File: config.mk
export PLATFORM = sky130hd
export DESIGN_NAME = pipe_stage_reg
export DESIGN_NICKNAME = d
export VERILOG_FILES = /design/src/rtl/pipe_stage_reg.sv
export SDC_FILE = /design/constraint.sdc
export NUM_CORES = 1
export LEC_CHECK = 0
export ABC_CLOCK_PERIOD_IN_PS = 2000
export BUFFER_PORTS_ARGS = -buffer_cell sky130_fd_sc_hd__buf_2
export CAP_MARGIN = 25
export CORE_MARGIN = 1
export CORE_UTILIZATION = 49
export CTS_CLUSTER_SIZE = 14
export DETAILED_ROUTE_END_ITERATION = 10
export MAX_ROUTING_LAYER = met4
export PLACE_DENSITY = 0.77
export SLEW_MARGIN = 25
export SYNTH_ARGS = -nofsm -noshare
export SYNTH_HDL_FRONTEND = slang
export SYNTH_SLANG_ARGS = --single-unit
export TNS_END_PERCENT = 30
File: constraint.sdc
create_clock -name CLK -period 2 [get_ports CLK]
set_clock_uncertainty 0.15 [all_clocks]
set_input_delay 0.1 -clock CLK [delete_from_list [all_inputs] [get_ports CLK]]
set_output_delay 0.1 -clock CLK [all_outputs]
set_load 0.05 [all_outputs]
File: src/rtl/pipe_stage_reg.sv
// Elastic pipeline stage register: a main (head) entry plus one skid entry, with flush and bubble insertion.
// Optional statistics counters are enabled by defining PIPEREG_STATS_EN.
module pipe_stage_reg #(
  parameter int DATA_WIDTH = 128,
  parameter int CTRL_WIDTH = 16,
  parameter int CNT_WIDTH  = 16
) (
  input  logic                  CLK,
  input  logic                  RST,
  input  logic                  in_valid,
  output logic                  in_ready,
  input  logic [CTRL_WIDTH-1:0] in_ctrl,
  input  logic [DATA_WIDTH-1:0] in_data,
  input  logic                  flush,
  output logic                  out_valid,
  input  logic                  out_ready,
  output logic [CTRL_WIDTH-1:0] out_ctrl,
  output logic [DATA_WIDTH-1:0] out_data,
  output logic [1:0]            occupancy
`ifdef PIPEREG_STATS_EN
  ,
  output logic [CNT_WIDTH-1:0]  stall_cnt,
  output logic [CNT_WIDTH-1:0]  flush_cnt
`endif
);

  typedef enum logic [1:0] {
    EMPTY = 2'd0,
    ONE   = 2'd1,
    TWO   = 2'd2
  } state_t;

  state_t                state;
  logic [CTRL_WIDTH-1:0] main_ctrl;
  logic [DATA_WIDTH-1:0] main_data;
  logic [CTRL_WIDTH-1:0] skid_ctrl;
  logic [DATA_WIDTH-1:0] skid_data;

  // Flush clears only control bits so a squashed entry becomes a bubble; payload is kept.
  always_ff @(posedge CLK) begin
    if (RST) begin
      state     <= EMPTY;
      main_ctrl <= '0;
      main_data <= '0;
      skid_ctrl <= '0;
      skid_data <= '0;
    end else if (flush) begin
      state     <= EMPTY;
      main_ctrl <= '0;
      skid_ctrl <= '0;
    end else begin
      case (state)
        EMPTY: begin
          if (in_valid) begin
            main_ctrl <= in_ctrl;
            main_data <= in_data;
            state     <= ONE;
          end
        end
        ONE: begin
          if (in_valid && out_ready) begin
            main_ctrl <= in_ctrl;
            main_data <= in_data;
          end else if (in_valid) begin
            skid_ctrl <= in_ctrl;
            skid_data <= in_data;
            state     <= TWO;
          end else if (out_ready) begin
            main_ctrl <= '0;
            state     <= EMPTY;
          end
        end
        TWO: begin
          if (out_ready) begin
            main_ctrl <= skid_ctrl;
            main_data <= skid_data;
            state     <= ONE;
          end
        end
        default: begin
          main_ctrl <= '0;
          state     <= EMPTY;
        end
      endcase
    end
  end

  // Outputs depend only on registered state and RST, never on out_ready.
  always_comb begin
    in_ready  = 1'b0;
    out_valid = 1'b0;
    occupancy = 2'd0;
    if (!RST) begin
      in_ready  = (state != TWO);
      out_valid = (state != EMPTY);
      case (state)
        ONE:     occupancy = 2'd1;
        TWO:     occupancy = 2'd2;
        default: occupancy = 2'd0;
      endcase
    end
  end

  assign out_ctrl = out_valid ? main_ctrl : '0;
  assign out_data = RST ? '0 : main_data;

`ifdef PIPEREG_STATS_EN
  // Both counters saturate at all-ones rather than wrapping.
  always_ff @(posedge CLK) begin
    if (RST) begin
      stall_cnt <= '0;
      flush_cnt <= '0;
    end else begin
      if ((state != EMPTY) && !out_ready && (stall_cnt != '1))
        stall_cnt <= stall_cnt + 1'b1;
      if (flush && (state != EMPTY) && (flush_cnt != '1))
        flush_cnt <= flush_cnt + 1'b1;
    end
  end
`endif

endmodule

==> run_results.csv, run 1 <==
group,metric,value,unit
run_status,status,"finished, violations left",
run_status,violations,"negative setup slack",
finish,num_antenna_cells,0,
worst_setup_path,start_kind,"flop",
synth,synthesis.nets,1713,
timing,max_slew_margin,0.324,
worst_hold_path,hp-class,"input port to flop",
timing,finalWorstSetupSlack,-0.0193,ns
routing,vias,12800,
worst_setup_path,worstPathMaxFanout,8,
clock_tree,htreeDepth,1,
synth,synth_warnings,0,
timing,period_needed,2.02,ns
clock_tree,clock_sinks,290,
pwr,clock_power_share,0.421,
pwr,total_power,13.3,mW
worst_hold_path,min_from,"RST",
clock_tree,clk_latency,0.55,ns
routing,postRouteAntennaNets,0,
grt,grt_pass1_vias,12500,
placement,pre_cts_ws,0.0781,ns
synth,yosys-top-cells-area,"dfxtp_1 (46%), nand2_1 (16%), mux2_1 (11%), a21oi_1 (11%), nor2b_1 (6.4%)",
routing,drc_errors,0,
synth,netlist_instances,1564,
clock_tree,cts_inserted_buffers,30,
floorplan,rows,58,
pwr,irDropWorstVdd,0.000566,V
timing,rsz0062_at_grt,"true",
synth,synth-edff-count,0,
clock_tree,cts_tree,"yes",
grt,antenna_found_initial,0,
synth,synth.top_cell.area_share,0.458,
timing,finalSetupViolations,1,
synth,ys_seq_area_frac,0.458,
routing,viasPerCell,5.50,
finish,area_delta_synth_final,37.5,%
timing,worstMarginPinSlew,1.01,ns
clock_tree,clk_transition_reported_paths,0.06,ns
finish,regArea,5810,sq um
timing,post-route-period-util,1.01,
pwr,intPower,9.97,mW
routing,drt-initial-drc-count,1078,
placement,place.gp.congestion,0.800,
worst_setup_path,cp.required,1.75,ns
finish,num-fill-cells,1763,
routing,finalWirelength,40500,microns
finish,fin_util,0.690,
placement,port_buffers,296,
timing,hold_viol_final,0,
pwr,swShare,0.253,
floorplan,core_area,25300,sq um
floorplan,io_pins,297,
finish,multi_input_area,6290,sq um
routing,dr_wl_met3,3150,microns
timing,hold_slack,0.0156,ns
worst_setup_path,critPathCaptureType,"output pin",
timing,clock.fmax,495,MHz
floorplan,die_w,163,microns
synth,yosys.area.top_type,"dfxtp_1",
synth,ys_types,28,
worst_setup_path,crit_path_start,"state[0]$_SDFFE_PP0P_",
finish,drive_gt1_frac,0.209,
finish,final_nets,2119,
synth,syn_avg_cell_area,8.11,sq um
timing,finalMaxSlewViolations,0,
synth,async_reset_ff_frac,0,
grt,overflow,0,
worst_setup_path,worst-setup-path-type,"flop to output pin",
routing,routed.top_layer,"met4",
floorplan,start_util,0.502,
worst_setup_path,rr_startpoint,"state[1]$_SDFFE_PP0P_",
grt,grt_pass1_wl,62000,microns
worst_setup_path,worstPathArrival,1.77,ns
routing,met2_wirelength,19700,microns
flow_run,drv_cap,0,
pwr,p_seq_frac,0.450,
synth,synth-main-ff-cell,"dfxtp_1",
grt,grt_usage,0.297,
pwr,power_frac_comb,0.129,
grt,grt_max_degree,76,
pwr,p_per_area,765,nW/um^2
clock_tree,cts_buffer_depth,3,
routing,routedWlPerCell,17.5,microns
clock_tree,clock-root-buffer,"clkbuf_16",
synth,syn_area,12700,sq um
routing,drt_pre_antenna_iters,5,
floorplan,die_h,163,microns
floorplan,die_area,26500,sq um
placement,dp_hpwl,20600,microns
routing,m1WireLength,16000,microns
synth,synth-seq-cells,290,
pwr,p_leak,7.57,nW
pwr,switchingPower,3.37,mW
-- worst paths after layout --
check        cells past startpoint                           to  slack [ns]
min reg2reg                      2   skid_data[64]$_SDFFE_PP0P_        0.30
min                              4  main_data[127]$_SDFFE_PP0P_        0.02
max                              6                  out_ctrl[1]       -0.02
max reg2reg                      6   main_data[71]$_SDFFE_PP0P_        0.07
-- layer usage --
layer / vias up / global-route usage
met5: - / -
met4: 0 / 0.141
met3: 160 / 0.0545
met2: 673 / 0.492
met1: 6027 / 0.346
li1: 5920 / -
-- repair_timing --
| action | in CTS | in global routing |
|---|---|---|
| hold endpoints to repair | 290 | 0 |
| buffers inserted | 2 | 2 |
| resized for setup | 38 | 23 |
| setup endpoints to repair | 19 | 21 |
| hold buffers | 159 | 0 |
| pin swaps | 1 | 1 |
| cloned | 2 | 2 |
-- layout by cell type (no fill, tap or decap), drive strengths merged --
cell            n
nand2b          2
nor4bb          1
or2             1
dlymetal6s4s    1
nor3b           2
bufinv          1
inv             2
clkinv          8
a2bb2oi         1
and2           16
dlygate4sd3   157
buf           342
o21ba           1
o22a            1
bufbuf          1
a22oi          16
mux2          129
nand2         544
nor2b         130
nor2            9
dfxtp         290
mux2i           2
a21oi         273
clkbuf         46
nand4bb         1
o2bb2ai        16
-- state kept, by name, summed over array words and instances, names as in the netlist --
register and flops:
main_data 128, skid_data 128, main_ctrl 16, skid_ctrl 16, state 2
-- synth_stat cells (2+ instances only) --
| cell type | number |
|---|---|
| clkbuf_1 | 67 |
| buf_6 | 3 |
| o2bb2ai_1 | 16 |
| nand2_1 | 544 |
| dfxtp_1 | 290 |
| a21oi_1 | 273 |
| a22oi_1 | 16 |
| nor2_2 | 2 |
| mux2i_1 | 2 |
| mux2_1 | 129 |
| nor2b_1 | 129 |
| and2_1 | 16 |
| nor2_1 | 7 |
| buf_2 | 33 |
| buf_1 | 14 |
| nand2b_1 | 2 |
| buf_8 | 10 |
-- layout make-up --
| class | instances | share of cell area |
|---|---|---|
| clock inverter | 10 | 0.00474 |
| timing repair buffer | 502 | 0.225 |
| clock buffer | 45 | 0.0527 |
| inverter | 1 | 0.000215 |
| tap | 330 | 0.0237 |
| multi-input combinational | 1145 | 0.361 |
| sequential | 290 | 0.333 |
-- critical path, stage by stage, from the launching register on --
cell,delay [ns]
dfxtp_2,0.35
buf_6,0.14
nor2_4,0.04
nor2_4,0.16
buf_6,0.17
and2_1,0.19
buf_6,0.17
-- cells by family (layout without fill, tap and decap cells) --
logic type | after synthesis | after routing | share of synthesized area
AOI/OAI and AO/OA | 308 | 308 | 0.130
and+or+nand+nor | 706 | 706 | 0.242
buffers and inverters | 129 | 558 | 0.0534
DFF | 290 | 290 | 0.458
muxes | 131 | 131 | 0.116
-- stage by stage --
| step | setup TNS [ns] | instances | cell area [sq um] |
|---|---|---|---|
| after floorplan | 0 | 1564 | 12700 |
| after global placement | 0 | 2101 | 14500 |
| after detailed placement | 0 | 2101 | 14500 |
| after CTS | -0.000693 | 2319 | 17300 |
| after global routing | -0.218 | 2323 | 17400 |
| final | -0.0193 | 2323 | 17400 |
-- power groups by stage --
stage | clock, mW | combinational [mW] | sequential [mW]
final | 5.62 | 1.72 | 6.00
after CTS | 5.68 | 1.66 | 5.99
after floorplan | 0 | 0.940 | 6.11
after global routing | 5.95 | 1.82 | 6.01
after detailed placement | 0 | 1.38 | 6.12
after global placement | 0 | 1.35 | 6.12
No activity file was read; power rests on OpenSTA's default activity.
==> inputs of run 2 (changes only) <==
ABC_AREA = 1   (was not set)
PLACE_DENSITY = 0.76   (was 0.77)
==> run_results.csv, run 2 <==
group,metric,value,unit
synth,ys_types,19,
placement,dp_hpwl,22400,microns
worst_setup_path,cp_cell_sequence,"buf_4 -> nor2_4 -> buf_12 -> nor2_1 -> buf_2",
synth,synth_warnings,0,
finish,drive_gt1_frac,0.161,
timing,max_slew_margin,0.541,
worst_hold_path,hp-class,"input port to flop",
timing,worstMarginPinSlew,0.688,ns
pwr,p_seq_frac,0.429,
clock_tree,htreeDepth,2,
pwr,intPower,10.3,mW
synth,yosysMostFrequentCell,"nand2_1",
synth,ys_seq_area_frac,0.436,
placement,placed_area,15100,sq um
synth,synth-seq-cells,290,
worst_setup_path,crit_family,"buffers and inverters",
routing,postRouteAntennaNets,0,
clock_tree,cts_inserted_buffers,34,
timing,clock.fmax,511,MHz
synth,yosys.area.top_type,"dfxtp_1",
pwr,switchingPower,3.95,mW
timing,finalSetupViolations,0,
grt,grt_pass1_wl,63400,microns
pwr,irDropWorstVdd,0.000734,V
placement,place.gp.congestion,0.827,
pwr,p_per_area,795,nW/um^2
synth,syn_area,13300,sq um
floorplan,die_area,27900,sq um
clock_tree,clk_transition_reported_paths,0.06,ns
clock_tree,clk_latency,0.50,ns
synth,syn_avg_cell_area,6.12,sq um
floorplan,rows,59,
pwr,swShare,0.277,
pwr,power_frac_comb,0.162,
routing,drt-initial-drc-count,1307,
worst_setup_path,crit_buf_inv,3,
routing,viasPerCell,4.87,
finish,num_antenna_cells,0,
clock_tree,clock-root-buffer,"clkbuf_16",
finish,finalNonFillerCells,2934,
synth,yosys-top-cells-area,"dfxtp_1 (44%), nand2_1 (21%), nor2_1 (20%), o21ai_0 (5.2%), inv_1 (4.4%)",
worst_setup_path,start_kind,"flop",
placement,pre_cts_ws,0.196,ns
worst_setup_path,cp.required,1.75,ns
synth,netlist_instances,2179,
timing,rsz0062_at_grt,"true",
worst_setup_path,worst-setup-path-type,"flop to output pin",
synth,synthesis.nets,2328,
floorplan,start_util,0.506,
pwr,clock_power_share,0.408,
finish,final_nets,2728,
placement,port_buffers,296,
floorplan,die_w,167,microns
routing,routedWlPerCell,13.4,microns
worst_setup_path,worstPathMaxFanout,33,
floorplan,io_pins,297,
timing,period_needed,1.96,ns
timing,post-route-period-util,0.979,
finish,area_delta_synth_final,34.8,%
timing,finalWorstSetupSlack,0.0427,ns
floorplan,die_h,167,microns
run_status,status,"finished, final reports clean",
finish,reg_top3,"main_data x128, skid_data x128",
pwr,total_power,14.3,mW
placement,dp.cells,2714,
synth,synth.top_cell.area_share,0.436,
grt,grt_max_degree,88,
finish,final_common_cell,"nand2_1",
worst_setup_path,cpPeakStageDelay,0.36,ns
timing,hold_viol_final,0,
flow_run,drv_cap,0,
finish,design_area,18000,sq um
grt,grt_usage,0.280,
worst_setup_path,critPathCaptureType,"output pin",
synth,async_reset_ff_frac,0,
routing,drc_errors,0,
clock_tree,cts_buffer_depth,3,
floorplan,core_area,26400,sq um
routing,vias,14300,
clock_tree,clock_sinks,290,
worst_setup_path,slowest_stage,"dfxtp_4",
synth,synth_commonest_cells,"nand2_1 (730), nor2_1 (694), dfxtp_1 (290)",
routing,drt_pre_antenna_iters,5,
clock_tree,cts_tree,"yes",
grt,grt_pass1_vias,13300,
worst_setup_path,rrSetupSlack,0.08,ns
worst_setup_path,worstPathArrival,1.71,ns
synth,synth-main-ff-cell,"dfxtp_1",
finish,mostFrequentLayoutCells,"nand2_1 (730), nor2_1 (675), dfxtp_1 (288)",
grt,overflow,0,
pwr,p_leak,9.56,nW
synth,synth-edff-count,0,
routing,finalWirelength,39400,microns
timing,finalMaxSlewViolations,0,
grt,antenna_found_initial,0,
-- run 2: cell count changes after synthesis, sizes merged, moves of 20 or more --
| cell | before | now |
|---|---|---|
| o21ai | 0 | 142 |
| a21oi | 273 | 21 |
| nor2 | 9 | 696 |
| nand2 | 544 | 730 |
| buf | 61 | 81 |
| inv | 1 | 157 |
| nor2b | 130 | 0 |
| mux2 | 129 | 0 |
-- run 2: repair_timing --
item                                    CTS  global route
buffers inserted                          1             1
hold buffers                            161             0
endpoints found under the setup margin   18            21
gates resized for setup                  29            14
endpoints found under the hold margin   290             0
gates cloned                              1             1
pin swaps                                 1             1
-- run 2: path summary, 6_finish.rpt --
path / start / to / depth (start not counted)
min reg2reg: skid_ctrl[0]$_SDFFE_PP0P_ / skid_ctrl[0]$_SDFFE_PP0P_ / 2
max: state[0]$_SDFFE_PP0P_ / in_ready / 5
max reg2reg: state[0]$_SDFFE_PP0P_ / skid_ctrl[3]$_SDFFE_PP0P_ / 7
min: flush / skid_data[126]$_SDFFE_PP0P_ / 5
-- run 2: worst register-to-register path, cell delays in order (launching register included) --
cell and delay, ns:
dfxtp_4 0.38, inv_2 0.05, nor2_4 0.13, nand3_4 0.09
buf_4 0.21, o21ai_0 0.19, dlygate4sd3_1 0.57, nor2_1 0.04
-- run 2: final cells by class --
type	count	area [sq um]
Timing Repair Buffer	502	3740
Clock buffer	50	1000
Fill cell	2180	8390
Inverter	157	607
Sequential cell	290	5810
Clock inverter	6	41.3
Multi-Input combinational cell	1594	6340
Tap cell	335	419
-- run 2: stage by stage --
step	hold WS (ns)	setup TNS [ns]	utilization
detailed placement	0.193	0	0.575
finish	0.0635	0	0.682
floorplan	0.0849	0	-
CTS	0.0463	-0.0309	0.680
global route	0.0818	-0.0843	0.682
global placement	0.188	0	0.575
-- run 2: routing by layer --
| layer | vias to the layer above | wire length (microns) | global-route usage |
|---|---|---|---|
| met2 | 554 | 18700 | 0.459 |
| met4 | 0 | 1460 | 0.116 |
| met1 | 6351 | 16800 | 0.342 |
| met5 | - | 0 | - |
| li1 | 7259 | - | - |
| met3 | 132 | 2430 | 0.0442 |
-- run 2: logic make-up after synthesis --
family          share of synthesized area
compound gates                     0.0612
buf+inv                            0.0974
flops                               0.436
simple gates                        0.406
-- run 2: power by group through the flow --
stage / clock network [mW] / logic [mW] / registers, mW
3_5_place_dp: 0 / 2.01 / 6.25
3_3_place_gp: 0 / 1.98 / 6.24
5_1_grt: 6.19 / 2.55 / 6.15
6_report: 5.83 / 2.32 / 6.13
2_1_floorplan: 0 / 1.44 / 6.23
4_1_cts: 5.93 / 2.28 / 6.12
==> inputs of run 3 (changes only) <==
--- a/config.mk
+++ b/config.mk
@@ -14,4 +14,5 @@
 export CTS_CLUSTER_SIZE = 14
 export DETAILED_ROUTE_END_ITERATION = 10
+export GPL_TIMING_DRIVEN = 0
 export MAX_ROUTING_LAYER = met4
 export PLACE_DENSITY = 0.76
==> constraint.sdc (replaced) <==
create_clock -name CLK -period 2 [get_ports CLK]
set_clock_uncertainty 0.15 [all_clocks]
set_input_delay 0.2 -clock CLK [delete_from_list [all_inputs] [get_ports CLK]]
set_output_delay 0.2 -clock CLK [all_outputs]
set_load 0.05 [all_outputs]
==> run_results.csv, run 3 (synthesis results as in run 2) <==
group,metric,value,unit
clock_tree,clock-root-buffer,"clkbuf_16",
timing,hold_slack,0.126,ns
worst_setup_path,r2r_end,"main_data[118]$_SDFFE_PP0P_",
floorplan,die_h,167,microns
worst_setup_path,start_kind,"flop",
routing,drc_errors,0,
floorplan,die_area,27900,sq um
timing,worstMarginPinSlew,0.849,ns
finish,reg_top3,"main_data x128, skid_data x128",
worst_setup_path,cpPeakStageDelay,0.39,ns
floorplan,die_w,167,microns
pwr,total_power,14.1,mW
routing,routedWlPerCell,13.9,microns
clock_tree,cts_tree,"yes",
grt,grt_pass1_wl,66900,microns
worst_hold_path,hp-class,"input port to flop",
worst_hold_path,min_from,"flush",
pwr,p_leak,9.74,nW
worst_setup_path,path_common_cell,"nor2_4",
timing,rsz0062_at_grt,"true",
timing,finalSetupViolations,12,
timing,clock.fmax,482,MHz
clock_tree,cts_buffer_depth,3,
timing,finalMaxSlewViolations,0,
timing,post-route-period-util,1.04,
grt,grt_usage,0.301,
worst_setup_path,rr_startpoint,"state[1]$_SDFFE_PP0P_",
worst_hold_path,hold_end,"skid_data[6]$_SDFFE_PP0P_",
timing,finalWorstSetupSlack,-0.0731,ns
finish,mostFrequentLayoutCells,"nand2_1 (730), nor2_1 (679), buf_2 (326)",
floorplan,start_util,0.506,
routing,drt_pre_antenna_iters,5,
worst_setup_path,critPathCaptureType,"output pin",
worst_setup_path,slowest_stage,"dfxtp_4",
timing,setup_tns,-0.334,ns
finish,final_nets,2813,
worst_setup_path,worstPathArrival,1.72,ns
timing,hold_viol_final,0,
floorplan,io_pins,297,
routing,finalWirelength,42000,microns
clock_tree,cts_inserted_buffers,31,
placement,place.gp.congestion,0.860,
grt,overflow,0,
worst_setup_path,rrSetupSlack,0.06,ns
flow_run,drv_cap,0,
worst_setup_path,worstPathMaxFanout,10,
clock_tree,clk_transition_reported_paths,0.06,ns
run_status,violations,"negative setup slack",
worst_setup_path,cp_cell_sequence,"inv_1 -> nor2_4 -> inv_2 -> clkbuf_8 -> nor2_4 -> buf_6",
clock_tree,clock_sinks,290,
finish,drive_gt1_frac,0.175,
finish,area_delta_synth_final,36.2,%
run_status,status,"finished, violations left",
pwr,irDropWorstVdd,0.000735,V
floorplan,rows,59,
floorplan,core_area,26400,sq um
routing,vias,14800,
placement,dp_hpwl,27100,microns
grt,antenna_found_initial,3,
grt,grt_max_degree,20,
timing,period_needed,2.07,ns
worst_setup_path,worst-setup-path-type,"flop to output pin",
pwr,p_per_area,779,nW/um^2
placement,port_buffers,295,
finish,final_common_cell,"nand2_1",
routing,postRouteAntennaNets,0,
worst_setup_path,cp.required,1.65,ns
clock_tree,htreeDepth,1,
grt,grt_pass1_vias,13800,
routing,viasPerCell,4.89,
timing,max_slew_margin,0.434,
worst_setup_path,r2r_cells,9,
clock_tree,clk_latency,0.56,ns
routing,drt-initial-drc-count,1001,
worst_hold_path,hold_depth,5,
[run 3: cell types whose count changed in the layout (fill, tap and decap cells not counted), moves of 5 or more]
cell and change:
clkbuf_1 +39, buf_4 -23, buf_12 -16, diode_2 +6
clkbuf_4 +10, clkbuf_2 +15, buf_2 +46, clkbuf_8 +10
buf_6 +22, o21ai_0 +5, dlygate4sd3_1 -8, clkbuf_16 -5
o21ai_1 -5
[run 3: per-layer routing]
layer / up-vias / routed length, microns / GRT usage
li1: 7467 / - / -
met1: 6647 / 18000 / 0.368
met2: 573 / 19900 / 0.504
met3: 132 / 2420 / 0.0392
met4: 0 / 1710 / 0.113
met5: - / 0 / -
[run 3: layout make-up]
cell class / count / area, sq um
antenna: 6 / 15.0
buffer: 137 / 802
clock buffer: 53 / 978
clock inverter: 5 / 28.8
fill: 2206 / 8210
inverter: 157 / 594
multi-input combinational: 1594 / 6330
sequential: 290 / 5810
tap: 335 / 419
timing repair buffer: 453 / 3160
[run 3: power breakdown]
group | total (mW) | internal [mW] | switching [mW]
Clock | 5.66 | 3.29 | 2.37
Combinational | 2.36 | 0.800 | 1.56
Sequential | 6.13 | 6.04 | 0.0811
Total | 14.1 | 10.1 | 4.00
[run 3: critical path: cells and delay by family, from the launching register on]
family                 cells  cell delay (ns)
buffers and inverters      4             0.52
DFF                        1             0.39
and+or+nand+nor            2             0.26
[run 3: timing repair]
| action | CTS | global route |
|---|---|---|
| buffers inserted | 1 | 3 |
| endpoints found under the hold margin | 290 | 0 |
| gates resized for setup | 45 | 57 |
| gates cloned | 1 | 0 |
| pin swaps | 0 | 3 |
| setup endpoints to repair | 229 | 284 |
| hold buffers | 153 | 0 |
[run 3: through the flow]
step	util	cell area, sq um	cells	worst slack, ns
final	0.689	18100	3030	-0.0731
after global routing	0.688	18100	3027	-0.109
after CTS	0.683	18000	3021	-0.0503
after detailed placement	0.581	15300	2809	-0.823
after global placement	0.581	15300	2809	-0.790
after floorplan	-	13400	2179	0.00397
[run 3: how the worst max path moves through the flow]
stage,startpoint,to,cells past startpoint
final,state[1]$_SDFFE_PP0P_,occupancy[1],6
after floorplan,state[1]$_SDFFE_PP0P_,out_ctrl[0],4
after detailed placement,RST,out_data[116],5
after CTS,state[1]$_SDFFE_PP0P_,occupancy[1],6
after global placement,RST,out_data[125],5
after global routing,state[1]$_SDFFE_PP0P_,occupancy[1],6
